File: src/rtl/hnoc_pkg.sv
// hnoc_pkg: shared definitions for the hierarchical NoC switch blocks.
//   NUM_REQ    - number of input streams competing for one output port
//   MAX_FLIT_W - widest flit the address helpers accept
//   flit_addr  - extracts the destination address (top addrWidth bits)
//   in_range   - inclusive unsigned range test; empty when lo > hi
package hnoc_pkg;

    localparam int NUM_REQ    = 3;
    localparam int MAX_FLIT_W = 256;

    function automatic logic [31:0] flit_addr(input logic [MAX_FLIT_W-1:0] flit,
                                              input int dataWidth,
                                              input int addrWidth);
        logic [31:0] mask;
        mask = (32'd1 << addrWidth) - 32'd1;
        return 32'(flit >> (dataWidth - addrWidth)) & mask;
    endfunction

    function automatic logic in_range(input logic [31:0] addr,
                                      input logic [31:0] lo,
                                      input logic [31:0] hi);
        return (addr >= lo) && (addr <= hi);
    endfunction

endpackage

File: src/rtl/hnoc_port_arbiter_if.sv
// hnoc_port_arbiter_if: handshake bundle between three requesters, one
// output-port arbiter and the downstream consumer.
//   slave  - arbiter side (takes flits, drives readies and the output stage)
//   master - environment side (drives flits/valids and downstream ready)
interface hnoc_port_arbiter_if #(
    parameter int DataWidth = 36
);
    logic [DataWidth-1:0] i_data1;
    logic [DataWidth-1:0] i_data2;
    logic [DataWidth-1:0] i_data3;
    logic                 i_data_valid1;
    logic                 i_data_valid2;
    logic                 i_data_valid3;
    logic                 o_data_ready1;
    logic                 o_data_ready2;
    logic                 o_data_ready3;
    logic [DataWidth-1:0] o_data;
    logic                 o_data_valid;
    logic                 i_data_ready;
    logic [2:0]           o_grant;

    modport slave (
        input  i_data1, i_data2, i_data3,
        input  i_data_valid1, i_data_valid2, i_data_valid3,
        output o_data_ready1, o_data_ready2, o_data_ready3,
        output o_data, o_data_valid, o_grant,
        input  i_data_ready
    );

    modport master (
        output i_data1, i_data2, i_data3,
        output i_data_valid1, i_data_valid2, i_data_valid3,
        input  o_data_ready1, o_data_ready2, o_data_ready3,
        input  o_data, o_data_valid, o_grant,
        output i_data_ready
    );
endinterface

File: src/rtl/rr_arbiter3.sv
// rr_arbiter3: three-way round-robin pick.
//   i_clk, i_reset - clock, async active-low reset (pointer -> 0)
//   req            - requests, already qualified by the caller
//   gnt            - one-hot winner, zero when nothing requests
// The search starts at ptr and wraps; after a grant ptr moves one past the
// winner, so a continuously requesting input waits at most two grants.
module rr_arbiter3
    import hnoc_pkg::*;
(
    input  logic               i_clk,
    input  logic               i_reset,
    input  logic [NUM_REQ-1:0] req,
    output logic [NUM_REQ-1:0] gnt
);

    logic [1:0] ptr;
    logic [1:0] winIdx;
    logic       found;
    logic [2:0] slot;

    always_comb begin
        gnt    = '0;
        winIdx = ptr;
        found  = 1'b0;
        slot   = '0;
        for (int i = 0; i < NUM_REQ; i++) begin
            slot = 3'(ptr) + 3'(i);
            if (slot >= 3'd3) slot = slot - 3'd3;
            if (!found && req[slot[1:0]]) begin
                found  = 1'b1;
                winIdx = slot[1:0];
            end
        end
        if (found) gnt[winIdx] = 1'b1;
    end

    always_ff @(posedge i_clk or negedge i_reset) begin
        if (!i_reset)   ptr <= 2'd0;
        else if (found) ptr <= (winIdx == 2'd2) ? 2'd0 : winIdx + 2'd1;
    end

endmodule

File: src/rtl/hnoc_port_arbiter.sv
// hnoc_port_arbiter: shares one switch output port among three inputs.
//   i_clk, i_reset - clock, async active-low reset
//   bus (slave)    - three flit/valid/ready requesters, registered output
//                    flit with valid/ready, and o_grant (one-hot source of
//                    the held flit, zero when empty)
// A requester is eligible when valid and its destination address lies in
// [DestMin, DestMax]; out-of-range flits are left for the sibling port.
module hnoc_port_arbiter
    import hnoc_pkg::*;
#(
    parameter int DataWidth = 36,
    parameter int AddrWidth = 4,
    parameter int DestMin   = 0,
    parameter int DestMax   = 1
) (
    input  logic                i_clk,
    input  logic                i_reset,
    hnoc_port_arbiter_if.slave  bus
);

    logic [NUM_REQ-1:0][DataWidth-1:0] flits;
    logic [NUM_REQ-1:0] valids;
    logic [NUM_REQ-1:0] eligible;
    logic [NUM_REQ-1:0] req;
    logic [NUM_REQ-1:0] gnt;
    logic [DataWidth-1:0] winFlit;
    logic [DataWidth-1:0] dataQ;
    logic                 validQ;
    logic [NUM_REQ-1:0]   grantQ;
    logic                 loadOk;

    assign flits  = {bus.i_data3, bus.i_data2, bus.i_data1};
    assign valids = {bus.i_data_valid3, bus.i_data_valid2, bus.i_data_valid1};

    always_comb begin
        eligible = '0;
        for (int k = 0; k < NUM_REQ; k++) begin
            eligible[k] = valids[k] &&
                in_range(flit_addr(MAX_FLIT_W'(flits[k]), DataWidth, AddrWidth),
                         32'(DestMin), 32'(DestMax));
        end
    end

    // Empty, or full and draining this cycle. Gating with reset keeps every
    // ready low while reset is held, so no handshake completes then.
    assign loadOk = !validQ || bus.i_data_ready;
    assign req    = eligible & {NUM_REQ{loadOk && i_reset}};

    rr_arbiter3 u_rr (
        .i_clk   (i_clk),
        .i_reset (i_reset),
        .req     (req),
        .gnt     (gnt)
    );

    always_comb begin
        winFlit = '0;
        for (int k = 0; k < NUM_REQ; k++) begin
            if (gnt[k]) winFlit = flits[k];
        end
    end

    always_ff @(posedge i_clk or negedge i_reset) begin
        if (!i_reset) begin
            dataQ  <= '0;
            validQ <= 1'b0;
            grantQ <= '0;
        end else if (|gnt) begin
            dataQ  <= winFlit;
            validQ <= 1'b1;
            grantQ <= gnt;
        end else if (validQ && bus.i_data_ready) begin
            validQ <= 1'b0;
            grantQ <= '0;
        end
    end

    assign bus.o_data_ready1 = gnt[0];
    assign bus.o_data_ready2 = gnt[1];
    assign bus.o_data_ready3 = gnt[2];
    assign bus.o_data        = dataQ;
    assign bus.o_data_valid  = validQ;
    assign bus.o_grant       = grantQ;

endmodule

File: src/flat_wrapper.sv
// flat-port wrapper written by rule: the top's interface ports become plain ports
module hnoc_port_arbiter_flat import hnoc_pkg::*;
#(
    parameter int DataWidth = 36,
    parameter int AddrWidth = 4,
    parameter int DestMin   = 0,
    parameter int DestMax   = 1
)
  (i_clk, i_reset, bus_i_data1, bus_i_data2, bus_i_data3, bus_i_data_valid1, bus_i_data_valid2, bus_i_data_valid3, bus_o_data_ready1, bus_o_data_ready2, bus_o_data_ready3, bus_o_data, bus_o_data_valid, bus_o_grant, bus_i_data_ready);
  hnoc_port_arbiter_if #(.DataWidth(DataWidth)) bus_i ();
  input  logic i_clk;
  input  logic i_reset;
  input wire logic [$bits(bus_i.i_data1)-1:0] bus_i_data1;
  input wire logic [$bits(bus_i.i_data2)-1:0] bus_i_data2;
  input wire logic [$bits(bus_i.i_data3)-1:0] bus_i_data3;
  input wire logic [$bits(bus_i.i_data_valid1)-1:0] bus_i_data_valid1;
  input wire logic [$bits(bus_i.i_data_valid2)-1:0] bus_i_data_valid2;
  input wire logic [$bits(bus_i.i_data_valid3)-1:0] bus_i_data_valid3;
  output wire logic [$bits(bus_i.o_data_ready1)-1:0] bus_o_data_ready1;
  output wire logic [$bits(bus_i.o_data_ready2)-1:0] bus_o_data_ready2;
  output wire logic [$bits(bus_i.o_data_ready3)-1:0] bus_o_data_ready3;
  output wire logic [$bits(bus_i.o_data)-1:0] bus_o_data;
  output wire logic [$bits(bus_i.o_data_valid)-1:0] bus_o_data_valid;
  output wire logic [$bits(bus_i.o_grant)-1:0] bus_o_grant;
  input wire logic [$bits(bus_i.i_data_ready)-1:0] bus_i_data_ready;
  assign bus_i.i_data1 = bus_i_data1;
  assign bus_i.i_data2 = bus_i_data2;
  assign bus_i.i_data3 = bus_i_data3;
  assign bus_i.i_data_valid1 = bus_i_data_valid1;
  assign bus_i.i_data_valid2 = bus_i_data_valid2;
  assign bus_i.i_data_valid3 = bus_i_data_valid3;
  assign bus_o_data_ready1 = bus_i.o_data_ready1;
  assign bus_o_data_ready2 = bus_i.o_data_ready2;
  assign bus_o_data_ready3 = bus_i.o_data_ready3;
  assign bus_o_data = bus_i.o_data;
  assign bus_o_data_valid = bus_i.o_data_valid;
  assign bus_o_grant = bus_i.o_grant;
  assign bus_i.i_data_ready = bus_i_data_ready;
  hnoc_port_arbiter #(.DataWidth(DataWidth), .AddrWidth(AddrWidth), .DestMin(DestMin), .DestMax(DestMax)) u_core (.i_clk(i_clk), .i_reset(i_reset), .bus(bus_i));
endmodule
File: config.mk
export PLATFORM = sky130hd
export DESIGN_NAME = hnoc_port_arbiter_flat
export DESIGN_NICKNAME = d
export VERILOG_FILES = /design/src/rtl/hnoc_pkg.sv /design/src/rtl/hnoc_port_arbiter_if.sv /design/src/rtl/rr_arbiter3.sv /design/src/rtl/hnoc_port_arbiter.sv /design/src/flat_wrapper.sv
export SDC_FILE = /design/constraint.sdc
export NUM_CORES = 1
export LEC_CHECK = 0
export CORE_ASPECT_RATIO = 0.6
export CORE_MARGIN = 2
export CORE_UTILIZATION = 35
export CTS_CLUSTER_DIAMETER = 200
export CTS_CLUSTER_SIZE = 24
export DETAILED_ROUTE_END_ITERATION = 16
export PLACE_DENSITY = 0.87
export RECOVER_POWER = 100
export SLEW_MARGIN = 20
export SYNTH_ARGS = -nofsm -noshare
export SYNTH_HDL_FRONTEND = slang
export SYNTH_HIERARCHICAL = 1
export SYNTH_SLANG_ARGS = --single-unit
File: constraint.sdc
create_clock -name i_clk -period 6.5 [get_ports i_clk]
set_clock_uncertainty 0.05 [all_clocks]
set_input_delay 1.95 -clock i_clk [delete_from_list [all_inputs] [get_ports i_clk]]
set_output_delay 1.95 -clock i_clk [all_outputs]
set_load 0.01 [all_outputs]
==> impl_metrics.ini, run 1 <==
[die]
row_count = 23
coreArea_um2 = 6730
io_pins = 157
start_util_pct = 36.4
die_w_um = 112
die_h_um = 68.8
dieArea_um2 = 7700

[final_layout]
areaGrowthSynthToFinish_pct = 73.5
layout_common_cells = 112 x clkdlybuf4s50_1, 70 x a22oi_1, 42 x dfrtp_1
antennaDiodeCount = 0
design_area_um2 = 4250
final_common_cell = clkdlybuf4s50_1
drive_gt1_share_pct = 9.23
fin_nets = 516

[detailed_routing]
drt_iter0_drc = 191
wl_per_cell_um = 16.9
viasPerCell = 5.35
num_vias = 2611
antenna_left = 0
wl_um = 8250
first_pass_iters = 5
drc_errors = 0

[worst_hold_path]
hold-path-endpoint = u_core/bus.o_grant[2]
worstHoldStart = u_core/bus.o_grant[2]
whs_path_depth = 1
hp-class = register to register

[power_and_ir_drop]
p_switching_uw = 465
leakage_uw = 0.00177
p_total_uw = 1370
swShare_pct = 33.9
combPwrFrac_pct = 47.8
seqPwrFrac_pct = 32.2
clkPwrFrac_pct = 20.0
power.density_nw_per_um2 = 323
p_int_uw = 906
ir_drop_uv = 157

[logic_synthesis]
yosys_warnings = 6
synth-seq-area-share_pct = 42.9
syn_nets = 362
netlist_instances = 246
synth_edf_count = 0
synth_top_area_share_pct = 42.9
avgSynthCellArea_um2 = 9.95
synth_area_leaders = dfrtp_1 43%, a22oi_1 21%, o21ai_1 6.7%
synth-seq-cells = 42
async_flop_share_pct = 100
yosysTopAreaCell = dfrtp_1
synth-main-ff-cell = dfrtp_1
syn-cell-area_um2 = 2450
synth_cell_types = 45

[timing]
tns_ps = 0
setup_viol = 0
fmax_mhz = 160
hold_ws_ps = 419
slew_headroom_pct = -48.5
layout_min_cycle_time_ps = 6270
hold_viol = 0
setup_ws_ps = 231
period_share_pct = 96.4
tightest_slew_ps = 2230
rsz0062_at_grt = no
final-max-slew-violation-count = 43

[global_route]
antenna_found_initial = 0
grt_max_degree = 75
track_usage_pct = 20.2
grt_pass1_wl_um = 12400
grt_overflow = 0
first_global_vias = 2530

[worst_setup_path]
worst-path-buf-inv = 3
critPathCaptureType = output pin
r2r_start = u_core/bus.o_data_valid
max_stage_delay_ps = 610
critPathLaunchType = input port
reg2regPathDepth = 14
required_ps = 4500
crit_type = input port to output pin
crit_slowest_cell = dlygate4sd3_1
r2r_setup_slack_ps = 2210
path_max_fanout = 7
crit_chain = clkdlybuf4s50_1 -> nand2b_4 -> nand2_2 -> nor4_2 -> clkbuf_1 -> or2b_1 -> and3_2 -> dlygate4sd3_1
r2r_end = u_core/bus.o_grant[1]
cp.arrival_ps = 4270
cpLargestDelayFamily = buffers and inverters
path_depth = 8

[placed_design]
gp_congestion = 0.924
placed_area_um2 = 4050
place.detailed.hpwl_um = 6070
io_buffers = 156
pre_cts_ws_ps = -139

[cts]
cts-root-buf = clkbuf_16
clock_sinks = 42
hold_buffers = 0
clock_path_buffers = 2
clk_pin_slew_ps = 50
cts_inserted_buffers = 5
h-tree-depth = 2
tritoncts = done
clk_latency_ps = 270

[flow_run]
maxCapViolations = 1

[status]
violations = capacitance limit, slew limit
outcome = complete, but fails checks
## per-stage QoR
stage / cells / util (%)
6_report: 488 / 63.1
5_1_grt: 488 / 63.1
3_3_place_gp: 479 / 60.1
3_5_place_dp: 479 / 60.1
2_1_floorplan: 246 / -
4_1_cts: 488 / 63.0
## sequential cells by signal, indices dropped and copies added (netlist names)
name                     count
u_core/bus.o_data_valid      1
u_core/bus.o_grant           3
u_core/bus.o_data           36
u_core/u_rr/ptr              2
## repair_timing
| action | in CTS | in global routing |
|---|---|---|
| pin swaps | 0 | 1 |
| resized for setup | 4 | 8 |
| hold endpoints to repair | 0 | 0 |
| endpoints found under the setup margin | 2 | 2 |
| setup buffers | 1 | 0 |
## synthesized netlist by cell type (2+ instances only)
| cell type | instances |
|---|---|
| clkbuf_1 | 5 |
| nand2_1 | 5 |
| o211ai_1 | 2 |
| o21bai_1 | 2 |
| a22oi_1 | 70 |
| nor4_1 | 4 |
| nor3b_1 | 2 |
| buf_6 | 12 |
| nand2b_1 | 5 |
| o21ai_0 | 5 |
| inv_1 | 2 |
| and3b_1 | 2 |
| o21a_1 | 2 |
| a21o_1 | 4 |
| a211oi_1 | 2 |
| ha_1 | 2 |
| a21oi_1 | 7 |
| dfrtp_1 | 42 |
| nor2_1 | 5 |
| o21ai_1 | 33 |
| and2_1 | 2 |
| buf_2 | 8 |
## worst max-delay path by stage
stage	startpoint	to	slack (ps)
4_1_cts	bus_i_data_ready	bus_o_data_ready2	30
5_1_grt	bus_i_data_ready	bus_o_data_ready3	150
6_report	bus_i_data_ready	bus_o_data_ready3	230
2_1_floorplan	bus_i_data_ready	bus_o_data_ready2	510
3_5_place_dp	bus_i_data_ready	bus_o_data_ready1	-140
3_3_place_gp	bus_i_data_ready	bus_o_data_ready1	-10
## metal layers
metal,vias up,routed length [um],part of all wire [%],track usage (%)
met5,-,0,0,0
met4,0,84,1.0,3.96
met3,10,712,8.6,7.52
met2,116,3820,46,32.6
met1,1220,3630,44,26.7
li1,1265,-,-,-
## layout make-up
| type | count | area, um^2 |
|---|---|---|
| Timing Repair Buffer | 173 | 1670 |
| Sequential cell | 42 | 1050 |
| Tap cell | 87 | 109 |
| Multi-Input combinational cell | 175 | 1240 |
| Clock buffer | 7 | 133 |
| Fill cell | 554 | 2480 |
| Inverter | 3 | 11.3 |
| Clock inverter | 1 | 30.0 |
## logic make-up after synthesis
| logic type | Yosys count | synth area share (%) |
|---|---|---|
| compound gates | 134 | 37.1 |
| flops | 42 | 42.9 |
| simple gates | 39 | 10.3 |
| buf+inv | 29 | 8.69 |
| fa+ha+maj | 2 | 1.02 |
## power groups by stage
stage | Combinational (uW) | Clock (uW) | Sequential (uW)
global route | 716 | 298 | 458
detailed placement | 709 | 0 | 451
finish | 655 | 274 | 441
floorplan | 290 | 0 | 497
global placement | 693 | 0 | 441
CTS | 716 | 281 | 448
No activity file was read; power rests on OpenSTA's default activity.
==> run 2, diff against run 1 <==
CORE_ASPECT_RATIO = 2   (was 0.6)
==> impl_metrics.ini, run 2 (same netlist as run 1, synthesis figures left out) <==
[detailed_routing]
wl_um = 8210
wl_per_cell_um = 16.7
num_vias = 2683
drt_iter0_drc = 148
viasPerCell = 5.48
antenna_left = 0
first_pass_iters = 4
drc_errors = 0

[die]
dieArea_um2 = 7720
die_h_um = 122
start_util_pct = 35.8
coreArea_um2 = 6830
die_w_um = 63.1
row_count = 43
io_pins = 157

[status]
violations = capacitance limit, slew limit
outcome = complete, but fails checks

[worst_setup_path]
cpLargestDelayFamily = buffers and inverters
crit_slowest_cell = clkdlybuf4s50_1
max_stage_delay_ps = 460
crit_type = input port to output pin
cp.arrival_ps = 4240
critPathCaptureType = output pin
worst-path-buf-inv = 3
path_max_fanout = 5
cpMostUsedCell = nor3b_1
crit_chain = clkdlybuf4s50_1 -> nand2b_1 -> nand2_1 -> nor4_4 -> clkdlybuf4s25_1 -> nor3b_1 -> a21oi_1 -> nor3b_1 -> o21bai_1 -> a21oi_4 -> dlymetal6s2s_1
required_ps = 4500
critPathLaunchType = input port

[cts]
cts_inserted_buffers = 5
clock_sinks = 42
clk_pin_slew_ps = 60
clk_latency_ps = 280
cts-root-buf = clkbuf_16
tritoncts = done
clock_path_buffers = 2
hold_buffers = 0
h-tree-depth = 2

[timing]
setup_viol = 0
final-max-slew-violation-count = 57
fmax_mhz = 160
setup_ws_ps = 259
slew_headroom_pct = -46.1
layout_min_cycle_time_ps = 6240
tns_ps = 0
rsz0062_at_grt = no
period_share_pct = 96.0
tightest_slew_ps = 2190
hold_viol = 0

[final_layout]
instances_no_fill = 490
drive_gt1_share_pct = 9.00
areaGrowthSynthToFinish_pct = 73.8
post-route-util_pct = 62.3
fillers = 566
layout_common_cells = 113 x clkdlybuf4s50_1, 70 x a22oi_1, 42 x dfrtp_1
antennaDiodeCount = 0
largest_reg_flops = 36
fin_nets = 516
final_common_cell = clkdlybuf4s50_1

[power_and_ir_drop]
clkPwrFrac_pct = 20.6
ir_drop_uv = 229
combPwrFrac_pct = 47.4
p_int_uw = 912
swShare_pct = 33.7
power.density_nw_per_um2 = 323
seqPwrFrac_pct = 32.0
leakage_uw = 0.00176
p_total_uw = 1380
p_switching_uw = 464

[placed_design]
gp_congestion = 0.905
pre_cts_ws_ps = 38.0
io_buffers = 156
place.detailed.hpwl_um = 6020
numPlacedInstances = 478

[global_route]
track_usage_pct = 20.8
grt_max_degree = 75
first_global_vias = 2518
grt_overflow = 0
antenna_found_initial = 0
grt_pass1_wl_um = 12700

[flow_run]
maxCapViolations = 2

[worst_hold_path]
hp-class = register to register
run 2: cell types whose count changed in the layout (fill, tap and decap cells not counted), moves of 2 or more:
| cell | change |
|---|---|
| buf_4 | +3 |
| clkbuf_1 | -4 |
| clkbuf_2 | -2 |
| o21ai_0 | +2 |
| o21ai_1 | -2 |
run 2: path summary, 6_finish.rpt:
| path | start | to | slack [ps] | cells past startpoint |
|---|---|---|---|---|
| hold reg to reg | u_core/bus.o_grant[2] | u_core/bus.o_grant[2] | 420 | 1 |
| max in group asynchronous | i_reset | u_core/bus.o_data[9] | 2720 | 2 |
| setup / recovery | bus_i_data_ready | bus_o_data_ready2 | 260 | 11 |
| hold / removal | u_core/bus.o_grant[2] | u_core/bus.o_grant[2] | 420 | 1 |
| min in group asynchronous | i_reset | u_core/bus.o_data[34] | 2420 | 2 |
| setup reg to reg | u_core/bus.o_data_valid | u_core/bus.o_data[7] | 2090 | 14 |
run 2: power groups by stage:
stage | registers, uW | clock network [uW] | logic (uW)
3_3_place_gp | 445 | 0 | 684
5_1_grt | 455 | 302 | 711
4_1_cts | 446 | 292 | 700
2_1_floorplan | 497 | 0 | 290
3_5_place_dp | 449 | 0 | 698
6_report | 441 | 283 | 652
run 2: timing repair:
action,CTS,global route
endpoints found under the hold margin,0,0
gates resized for setup,0,8
setup endpoints to repair,0,2
setup buffers,0,4
run 2: final cells by class:
| type | instances | area, um^2 | area share [%] |
|---|---|---|---|
| Clock buffer | 6 | 139 | 3.26 |
| Timing Repair Buffer | 173 | 1690 | 39.6 |
| Tap cell | 90 | 113 | 2.65 |
| Inverter | 3 | 11.3 | 0.265 |
| Clock inverter | 1 | 30.0 | 0.706 |
| Multi-Input combinational cell | 175 | 1220 | 28.8 |
| Sequential cell | 42 | 1050 | 24.7 |
run 2: stage by stage:
step	hold WS [ps]	area, um^2
after floorplan	445	2450
after global placement	410	4020
after CTS	433	4190
after detailed placement	414	4020
after global routing	449	4260
final	422	4260
run 2: per-layer routing:
metal | up-vias | part of all wire [%] | wire length (um) | GRT usage (%)
met1 | 1233 | 40 | 3260 | 25.3
met5 | - | 0 | 0 | 0
met4 | 0 | 1.5 | 124 | 6.94
met3 | 11 | 13 | 1050 | 7.42
met2 | 173 | 46 | 3780 | 33.9
li1 | 1266 | - | - | -
==> run 3, diff against run 2 <==
CORE_UTILIZATION = 37   (was 35)
PLACE_DENSITY = 0.91   (was 0.87)
SLEW_MARGIN = 10   (was 20)
==> impl_metrics.ini, run 3 (same netlist as run 1, synthesis figures left out) <==
[placed_design]
numPlacedInstances = 475
place.detailed.hpwl_um = 6110
pre_cts_ws_ps = 37.6
gp_congestion = 0.831
io_buffers = 156

[cts]
h-tree-depth = 2
cts-root-buf = clkbuf_16
tritoncts = done
hold_buffers = 0
clock_sinks = 42
clock_path_buffers = 2
clk_latency_ps = 280
clk_pin_slew_ps = 60
cts_inserted_buffers = 5

[timing]
hold_viol = 0
hold_ws_ps = 420
setup_ws_ps = 221
final-max-slew-violation-count = 43
tns_ps = 0
rsz0062_at_grt = no
slew_headroom_pct = -51.7
layout_min_cycle_time_ps = 6280
setup_viol = 0
period_share_pct = 96.6
tightest_slew_ps = 2270
fmax_mhz = 159

[detailed_routing]
drc_errors = 0
wl_um = 8520
viasPerCell = 5.56
num_vias = 2726
wl_per_cell_um = 17.4
drt_iter0_drc = 142
antenna_left = 0
first_pass_iters = 5

[status]
violations = capacitance limit, slew limit
outcome = complete, but fails checks

[power_and_ir_drop]
ir_drop_uv = 266
seqPwrFrac_pct = 32.3
p_switching_uw = 471
swShare_pct = 34.4
clkPwrFrac_pct = 20.6
p_total_uw = 1370
power.density_nw_per_um2 = 322
combPwrFrac_pct = 47.1
p_int_uw = 900
leakage_uw = 0.00177

[die]
die_w_um = 61.5
io_pins = 157
row_count = 42
start_util_pct = 37.6
coreArea_um2 = 6520
dieArea_um2 = 7320
die_h_um = 119

[final_layout]
fin_nets = 517
drive_gt1_share_pct = 9.20
areaGrowthSynthToFinish_pct = 73.8
antennaDiodeCount = 0
instances_no_fill = 490
largest_reg_flops = 36
final_common_cell = clkdlybuf4s50_1
layout_common_cells = 113 x clkdlybuf4s50_1, 70 x a22oi_1, 42 x dfrtp_1

[worst_setup_path]
critPathLaunchType = input port
required_ps = 4500
critPathLaunch = bus_i_data_ready
r2r_start = u_core/bus.o_data_valid
crit_type = input port to output pin
cp.arrival_ps = 4280
critPathCaptureType = output pin
path_max_fanout = 7

[global_route]
grt_max_degree = 75
grt_overflow = 0
first_global_vias = 2528
grt_pass1_wl_um = 12100
track_usage_pct = 21.4
antenna_found_initial = 0

[worst_hold_path]
worstHoldStart = u_core/bus.o_grant[0]
hp-class = register to register

[flow_run]
maxCapViolations = 1
## run 3: cell count changes in the layout (fill, tap and decap cells not counted), sizes merged
cell,before,now
clkdlybuf4s15,0,1
dlymetal6s2s,2,1
inv,3,4
clkdlybuf4s25,1,0
clkbuf,8,12
clkinv,0,1
buf,15,11
dlymetal6s4s,0,1
## run 3: timing repair
item / CTS / global route
hold endpoints to repair: 0 / 0
pin swaps: 1 / 1
cloned: 0 / 1
gates resized for setup: 0 / 11
buffers inserted: 0 / 6
endpoints found under the setup margin: 1 / 2
## run 3: per-stage QoR
stage                     instance area [um^2]  util [%]
after floorplan                           2450         -
after global placement                    4010      61.5
after detailed placement                  4010      61.5
after CTS                                 4180      64.1
after global routing                      4260      65.3
final                                     4260      65.3
## run 3: path summary, 6_finish.rpt
path,to,slack (ps),cells after the start
max,bus_o_data_ready1,220,12
min,u_core/bus.o_grant[0],420,1
max reg2reg,u_core/bus.o_grant[1],2110,15
max in group asynchronous,u_core/bus.o_data[26],2620,2
min reg2reg,u_core/bus.o_grant[0],420,1
min in group asynchronous,u_core/u_rr/ptr[0],2470,2
## run 3: layout make-up
type / instances / area (um^2)
Clock buffer: 5 / 125
Clock inverter: 3 / 43.8
Fill cell: 553 / 2260
Inverter: 3 / 11.3
Multi-Input combinational cell: 175 / 1220
Sequential cell: 42 / 1050
Tap cell: 88 / 110
Timing Repair Buffer: 174 / 1690
## run 3: worst max-delay path, stage by stage
cell,delay [ps]
clkdlybuf4s50_1,460
nand2b_1,120
nand2_1,140
nor4_2,240
buf_4,210
buf_12,110
and2b_1,120
o21ai_0,80
a211oi_1,330
nor2_1,110
nor2_1,140
dlymetal6s4s_1,260
## run 3: power by group through the flow
stage          combinational (uW)  sequential (uW)  clock, uW
6_report                      646              443        282
5_1_grt                       705              455        298
4_1_cts                       700              450        291
3_5_place_dp                  697              453          0
3_3_place_gp                  680              445          0
2_1_floorplan                 290              497          0
## run 3: metal layers
| layer | part of all wire (%) | global-route usage (%) | vias to the layer above | wire, um |
|---|---|---|---|---|
| met5 | 0 | 0 | - | 0 |
| met4 | 2.0 | 6.78 | 0 | 170 |
| met3 | 13 | 7.71 | 13 | 1090 |
| met2 | 47 | 34.1 | 176 | 3990 |
| met1 | 38 | 26.1 | 1275 | 3280 |
| li1 | - | - | 1262 | - |
==> edit, RTL diff (config.mk and constraints of run 3) <==
`DataWidth` is set to 36 in 3 places; all go to 72.
--- a/src/rtl/hnoc_port_arbiter_if.sv
+++ b/src/rtl/hnoc_port_arbiter_if.sv
@@ -3,7 +3,7 @@
 //   slave  - arbiter side (takes flits, drives readies and the output stage)
 //   master - environment side (drives flits/valids and downstream ready)
 interface hnoc_port_arbiter_if #(
-    parameter int DataWidth = 36
+    parameter int DataWidth = 72
 );
     logic [DataWidth-1:0] i_data1;
     logic [DataWidth-1:0] i_data2;
--- a/src/rtl/hnoc_port_arbiter.sv
+++ b/src/rtl/hnoc_port_arbiter.sv
@@ -8,7 +8,7 @@
 module hnoc_port_arbiter
     import hnoc_pkg::*;
 #(
-    parameter int DataWidth = 36,
+    parameter int DataWidth = 72,
     parameter int AddrWidth = 4,
     parameter int DestMin   = 0,
     parameter int DestMax   = 1
--- a/src/flat_wrapper.sv
+++ b/src/flat_wrapper.sv
@@ -1,7 +1,7 @@
 // flat-port wrapper written by rule: the top's interface ports become plain ports
 module hnoc_port_arbiter_flat import hnoc_pkg::*;
 #(
-    parameter int DataWidth = 36,
+    parameter int DataWidth = 72,
     parameter int AddrWidth = 4,
     parameter int DestMin   = 0,
     parameter int DestMax   = 1
Interface: changed (resized bus_i_data1, bus_i_data2, bus_i_data3 and bus_o_data); port bits go from 157 to 301. No check against the original RTL was run, so the function may have changed too.
==> edit against run 3 <==
The flow still finishes with violations (max-capacitance violations, max-slew violations); maximum frequency fell by 1.4%; worst setup slack lost 0.086 ns; routed wire length increased by 110%; combinational power grew 83%; final area is 82% higher; synthesized cell count is 67% higher; area after synthesis is 92% higher; clock power grew 91%; sequential power grew 91%; sequential cell count up 36; count of clock-buffer cells in the layout is 5 higher; total power increased by 87%; critical path depth shrank 1; critical path type unchanged; critical endpoint is now bus_o_data_ready3; highest routed layer unchanged.
==> edit: results (changes against run 3) <==
stage	metric	value	unit	change
hold_path	hold path startpoint	u_core/bus.o_grant[1]		
global_routing	Tot GR Track Use	24.7	%	+3.3 points
flow_run	number of max-cap violations	1		unchanged
outcome	failing checks	max-capacitance violations, max-slew violations		
cells_and_area	cell area after layout	0.00775	mm2	+82%
critical_path	Max stage delay on crit path	0.60	ns	+0.14 ns
global_routing	vias in the first global route	5023		+99%
power_and_ir_drop	P_leak	3.06	nW	+73%
clock_network	Setup Fix Bufs, Post-CTS	3		+3
critical_path	Worst EP arrival	4.37	ns	+0.09 ns
timing	max-slew violation count	79		+84%
outcome	status	finished with violations		
power_and_ir_drop	NetSw	0.000887	W	+88%
clock_network	H-tree depth	3		+1
cells_and_area	NonClk Buf Share	40.1	%	+0.31 points
timing	Worst-Margin Slew	2.00	ns	-0.274 ns
yosys	Syn Nets	634		+75%
clock_network	Post-CTS Resized	6		+6
critical_path	R2R cell count	11		-4
placed_design	Placed Cells	825		+74%
drt	final WL	17600	um	+110%
cells_and_area	multi-input gates	283		+62%
die	n_taps	150		+70%
yosys	unique cell type count in the Yosys netlist	50		+11%
drt	via count	4777		+75%
clock_network	CTS buffer count	9		+4
drt	via density per instance	5.67		+1.9%
yosys	Post-Synth Adder-Cell Area	0.533	%	-0.49 points
yosys	top cells by area, synth	dfrtp_1 42%, a22oi_2 18%, a22oi_1 12%		
edit: cell types whose count changed after synthesis, moves of 3 or more:
cell,delta
a22oi_1,+3
buf_2,+4
o21ai_0,-4
o21ai_1,+40
dfrtp_1,+36
clkbuf_4,+6
buf_6,-6
dlygate4sd1_1,+5
buf_12,+8
buf_4,+4
a22oi_2,+69
clkbuf_1,-5
edit: metal layers:
layer,global-route usage [%],part of all wire (%),vias up
met1,26.7,34,2297
met3,4.95,6.6,49
li1,-,-,2169
met4,11.5,4.1,0
met2,45.6,55,262
met5,0,0,-
edit: worst max-delay path by stage:
stage                     slack, ns  cells after the start           endpoint              from
after floorplan                0.52                      8  bus_o_data_ready1  bus_i_data_ready
after global placement        -0.14                     10  bus_o_data_ready1  bus_i_data_ready
after detailed placement      -0.18                     10  bus_o_data_ready1  bus_i_data_ready
after CTS                      0.25                     12  bus_o_data_ready2  bus_i_data_ready
after global routing           0.04                     12  bus_o_data_ready2  bus_i_data_ready
final                          0.13                     11  bus_o_data_ready3  bus_i_data_ready
